===== src/rtl/instr_issue_ctrl.sv =====
// instr_issue_ctrl
//   Fetch/decode/issue controller for the regfile+ALU datapath. Fetches
//   16-bit instruction words over a request/valid memory interface, decodes
//   them into datapath fields and issues each with a valid/ready handshake.
//   A HALT word parks the controller until run is dropped.
//
// Ports
//   clk, reset        clock, synchronous active-high reset
//   run               level: 1 = execute, 0 = stop after current instruction
//   mem_addr          fetch address (always equals pc)
//   mem_rd_en         1-cycle read request
//   mem_rdata/rvalid  instruction word and its valid strobe
//   opcode/rdest/rsrc/immediate/useImmediate   decoded datapath fields
//   issue_valid       decoded fields valid; dp_ready accepts them
//   halted            1 while parked on a HALT word
//   pc                current program counter
//   instr_count       instructions issued since reset (wraps)
module instr_issue_ctrl #(
  parameter int unsigned          ADDR_W     = 10,
  parameter logic [ADDR_W-1:0]    START_ADDR = '0,
  parameter logic [15:0]          ZEXT_MASK  = 16'h0,
  parameter logic [3:0]           HALT_OP    = 4'hF
) (
  input  logic              clk,
  input  logic              reset,
  input  logic              run,
  output logic [ADDR_W-1:0] mem_addr,
  output logic              mem_rd_en,
  input  logic [15:0]       mem_rdata,
  input  logic              mem_rvalid,
  output logic [3:0]        opcode,
  output logic [3:0]        rdest,
  output logic [3:0]        rsrc,
  output logic [15:0]       immediate,
  output logic              useImmediate,
  output logic              issue_valid,
  input  logic              dp_ready,
  output logic              halted,
  output logic [ADDR_W-1:0] pc,
  output logic [15:0]       instr_count
);

  typedef enum logic [2:0] {
    S_IDLE,
    S_FETCH,
    S_WAIT,
    S_ISSUE,
    S_HALT
  } state_t;

  state_t            r_state;
  logic [ADDR_W-1:0] r_pc;
  logic [15:0]       r_count;
  logic              r_rd_en;
  logic [3:0]        r_opcode;
  logic [3:0]        r_rdest;
  logic [3:0]        r_rsrc;
  logic [15:0]       r_imm;
  logic              r_use_imm;
  logic              r_issue_valid;
  logic              r_halted;

  logic [3:0]        w_top;
  logic [15:0]       w_imm_ext;

  assign w_top     = mem_rdata[15:12];
  assign w_imm_ext = ZEXT_MASK[w_top] ? {8'h00, mem_rdata[7:0]}
                                      : {{8{mem_rdata[7]}}, mem_rdata[7:0]};

  // The decoded field registers double as the instruction register: they are
  // loaded only when the word is captured, so they stay stable through ISSUE.
  always_ff @(posedge clk) begin
    if (reset) begin
      r_state       <= S_IDLE;
      r_pc          <= START_ADDR;
      r_count       <= '0;
      r_rd_en       <= 1'b0;
      r_opcode      <= '0;
      r_rdest       <= '0;
      r_rsrc        <= '0;
      r_imm         <= '0;
      r_use_imm     <= 1'b0;
      r_issue_valid <= 1'b0;
      r_halted      <= 1'b0;
    end else begin
      case (r_state)
        S_IDLE: begin
          if (run) begin
            r_state <= S_FETCH;
            r_rd_en <= 1'b1;
          end
        end
        S_FETCH: begin
          r_rd_en <= 1'b0;
          r_state <= S_WAIT;
        end
        S_WAIT: begin
          if (mem_rvalid) begin
            if (w_top == 4'h0) begin
              r_opcode      <= mem_rdata[7:4];
              r_rdest       <= mem_rdata[11:8];
              r_rsrc        <= mem_rdata[3:0];
              r_imm         <= '0;
              r_use_imm     <= 1'b0;
              r_issue_valid <= 1'b1;
              r_state       <= S_ISSUE;
            end else if (w_top == HALT_OP) begin
              r_halted <= 1'b1;
              r_state  <= S_HALT;
            end else begin
              r_opcode      <= w_top;
              r_rdest       <= mem_rdata[11:8];
              r_rsrc        <= '0;
              r_imm         <= w_imm_ext;
              r_use_imm     <= 1'b1;
              r_issue_valid <= 1'b1;
              r_state       <= S_ISSUE;
            end
          end
        end
        S_ISSUE: begin
          if (dp_ready) begin
            r_issue_valid <= 1'b0;
            r_pc          <= r_pc + 1'b1;
            r_count       <= r_count + 16'd1;
            // run is sampled only at handshake, so a falling run never drops
            // or repeats the instruction in flight.
            if (run) begin
              r_state <= S_FETCH;
              r_rd_en <= 1'b1;
            end else begin
              r_state <= S_IDLE;
            end
          end
        end
        S_HALT: begin
          if (!run) begin
            r_halted <= 1'b0;
            r_state  <= S_IDLE;
          end
        end
        default: begin
          r_state <= S_IDLE;
        end
      endcase
    end
  end

  assign mem_addr     = r_pc;
  assign mem_rd_en    = r_rd_en;
  assign opcode       = r_opcode;
  assign rdest        = r_rdest;
  assign rsrc         = r_rsrc;
  assign immediate    = r_imm;
  assign useImmediate = r_use_imm;
  assign issue_valid  = r_issue_valid;
  assign halted       = r_halted;
  assign pc           = r_pc;
  assign instr_count  = r_count;

endmodule


===== config.mk =====
export PLATFORM = sky130hd
export DESIGN_NAME = instr_issue_ctrl
export DESIGN_NICKNAME = d
export VERILOG_FILES = /design/src/rtl/instr_issue_ctrl.sv
export SDC_FILE = /design/constraint.sdc
export NUM_CORES = 1
export LEC_CHECK = 0
export ABC_AREA = 0
export ABC_CLOCK_PERIOD_IN_PS = 2120
export BUFFER_PORTS_ARGS = -buffer_cell sky130_fd_sc_hd__buf_2
export CAP_MARGIN = 10
export CORE_MARGIN = 2
export CORE_UTILIZATION = 49
export CTS_CLUSTER_SIZE = 25
export DETAILED_ROUTE_END_ITERATION = 12
export PLACE_DENSITY = 0.89
export SLEW_MARGIN = 20
export SYNTH_ARGS = -nofsm -noshare
export SYNTH_HDL_FRONTEND = slang
export SYNTH_SLANG_ARGS = --single-unit

===== constraint.sdc =====
create_clock -name clk -period 2.12 [get_ports clk]
set_input_delay 0.212 -clock clk [delete_from_list [all_inputs] [get_ports clk]]
set_output_delay 0.212 -clock clk [all_outputs]
set_load 0.03 [all_outputs]

==> impl_metrics.ini <==
[run_status]
outcome = finished clean

[clock_network]
clk_pin_slew_ns = 0.10
cts_setup_buffers = 0
h-tree-depth = 2
cts.sinks = 53
cts_tree = built
cts_resized = 0
clk_latency_ns = 0.31
cts_buffers = 5
clockRootBuffer = clkbuf_8
cts_hold_buf = 0
clockBufferDepth = 2

[floorplanning]
fp.dieW_um = 73.5
die-area_sq_um = 5410
die_h_um = 73.5
core_sq_um = 4690
row_count = 25
initial_utilization_pct = 50.5
io_pins = 89

[placed_design]
port_buffers = 88
globalplace.congestion = 0.826
place_hpwl_um = 3820

[routing]
dr.pass1.iters = 4
drc_errors = 0
vias_per_cell = 5.45
routed_wirelength_um = 5360
vias = 2217
wl_per_cell_um = 13.2
drt.antenna.violating_nets = 0
drt-initial-drc-count = 97

[cells_and_area]
nFillCells = 435
n_antenna_cell = 0
drive_gt1_share_pct = 30.6
finalNetCount = 375
fin_util_pct = 60.6
area_growth_pct = 20.1

[synthesis]
yosys.area.top_type = dfxtp_1
synth_top_area_share_pct = 44.8
syn_inst = 283
async_reset_ff_share_pct = 0
synth_edf_count = 0
yosys.cell_count.top_type = dfxtp_1
synth_nets = 306
synth_top_cells_by_area = dfxtp_1 (45%), a21oi_1 (5.9%), buf_4 (5.7%)
yosys_warnings = 0
synth.distinct_cells = 37
syn_area_sq_um = 2370
ys_seq_elements = 53
synth_ff_type = dfxtp_1
netlist_top_cells_count = dfxtp_1 (53), nand2_1 (36), a21oi_1 (28)
avgSynthCellArea_sq_um = 8.37
seq_area_frac_synth_pct = 44.8

[setup_path]
rrSetupSlack_ns = 0.29
r2r-end = instr_count[15]
cp-end-kind = flip-flop
critPathMaxFanout = 7
rr_startpoint = instr_count[3]
cp-start-kind = flip-flop
critPathKind = reg -> reg
r2r_cells = 4
cp.arrival_ns = 2.07
worstPathRequired_ns = 2.36

[timing]
final_max_slew_viol_count = 0
worstMarginPinSlew_ns = 0.470
fin_crit_sh_pct = 86.3
setup_viol = 0
fmax_mhz = 547
rsz0062_at_grt = no
fin_crit_ns = 1.83
finalClockSkew_ns = 0.0133
fin_setup_tns_ns = 0
final_hold_viol_count = 0
slew_headroom_pct = 68.4

[min_path]
hp-start = mem_rdata[11]
worstHoldEndpoint = rdest[3]
hp-class = in -> reg
min_path_cells = 3

[grt]
grt_max_degree = 30
gr-total-overflow = 0
grt_pass1_vias = 2049
grt_usage_pct = 21.3
grt_pass1_wl_um = 9090
antenna_found_initial = 0

[power]
leakagePower_nw = 1.24
powerDensity_nw_per_um2 = 670
peakVddDrop_uv = 343

[job]
cap_violations = 0
==> flip-flops by register name, summed over array words and instances, names as in the netlist <==
register,count
opcode,4
rdest,4
mem_rd_en,1
r_state,3
rsrc,4
instr_count,16
halted,1
mem_addr,10
issue_valid,1
immediate,8
useImmediate,1
==> worst max-delay path, stage by stage (launching register included) <==
cell and delay [ns]:
dfxtp_1 0.44, nand4_1 0.21, or4_4 0.60, or3_1 0.36, a21oi_1 0.15
==> cell usage in the layout (no fill, tap or decap), drive strengths merged <==
| cell | netlist | layout |
|---|---|---|
| buf | 21 | 96 |
| nand2b | 4 | 4 |
| xnor2 | 10 | 10 |
| nand2 | 36 | 36 |
| nor4 | 3 | 3 |
| clkbuf | 13 | 5 |
| xor2 | 8 | 8 |
| nor2 | 25 | 25 |
| a32o | 1 | 1 |
| nor3b | 1 | 1 |
| a22oi | 1 | 1 |
| a31oi | 1 | 1 |
| a21oi | 28 | 28 |
| clkinv | 0 | 1 |
| ha | 2 | 2 |
| a211oi | 6 | 6 |
| a31o | 1 | 1 |
| nand4 | 9 | 9 |
| bufinv | 0 | 1 |
| or4b | 1 | 1 |
| dfxtp | 53 | 53 |
| or4 | 3 | 3 |
| nand3 | 19 | 19 |
| and4b | 1 | 1 |
| and3 | 1 | 1 |
| inv | 3 | 4 |
| nor4bb | 1 | 1 |
| o41ai | 1 | 1 |
| and4 | 2 | 2 |
| nand4b | 1 | 1 |
| and2 | 1 | 1 |
| or3 | 5 | 5 |
| nor3 | 12 | 12 |
| nor2b | 2 | 2 |
| o21ai | 6 | 6 |
| nand3b | 1 | 1 |
==> cell type report <==
class                      count  area (sq um)  area share [%]
multi-input combinational    193          1090            38.4
tap                           54          67.6            2.37
timing repair buffer          96           500            17.6
clock inverter                 3          43.8            1.54
inverter                       3          11.3           0.396
sequential                    53          1060            37.3
clock buffer                   5          68.8            2.42
==> how the worst max path moves through the flow <==
stage,end,slack (ns),start
finish,instr_count[15],0.29,instr_count[3]
global route,instr_count[15],0.13,instr_count[3]
CTS,instr_count[14],0.30,instr_count[0]
detailed placement,instr_count[14],0.32,instr_count[0]
global placement,instr_count[15],0.37,r_state[2]
floorplan,instr_count[14],0.20,instr_count[0]
==> per-stage QoR <==
stage / instance area [sq um] / std cells / hold WS [ns] / power [mW] / setup slack [ns]
after global placement: 2730 / 399 / 0.439 / 1.23 / 0.373
final: 2850 / 407 / 0.126 / 1.91 / 0.291
after global routing: 2850 / 407 / 0.112 / 1.99 / 0.126
after CTS: 2850 / 407 / 0.116 / 1.93 / 0.300
after floorplan: 2370 / 283 / 0.348 / 1.17 / 0.204
after detailed placement: 2730 / 399 / 0.441 / 1.24 / 0.320
==> metal layers <==
layer  global-route usage, %  wire, um  vias to the layer above
li1                        -         -                     1097
met1                    25.4      2310                     1034
met2                    36.8      2640                       82
met3                    6.04       377                        4
met4                    6.87        29                        0
met5                       0         0                        -
==> where the power goes <==
part	leakage (nW)	internal (mW)	switching, mW
Combinational	0.749	0.0631	0.124
Clock	0.0585	0.354	0.339
Sequential	0.428	1.01	0.0130
==> logic make-up after synthesis <==
logic type / share of synthesized area, %
compound gates: 10.8
xor+xnor: 6.65
fa+ha+maj: 1.06
buf+inv: 9.13
flops: 44.8
simple gates: 27.6
No activity file was read; power rests on OpenSTA's default activity.
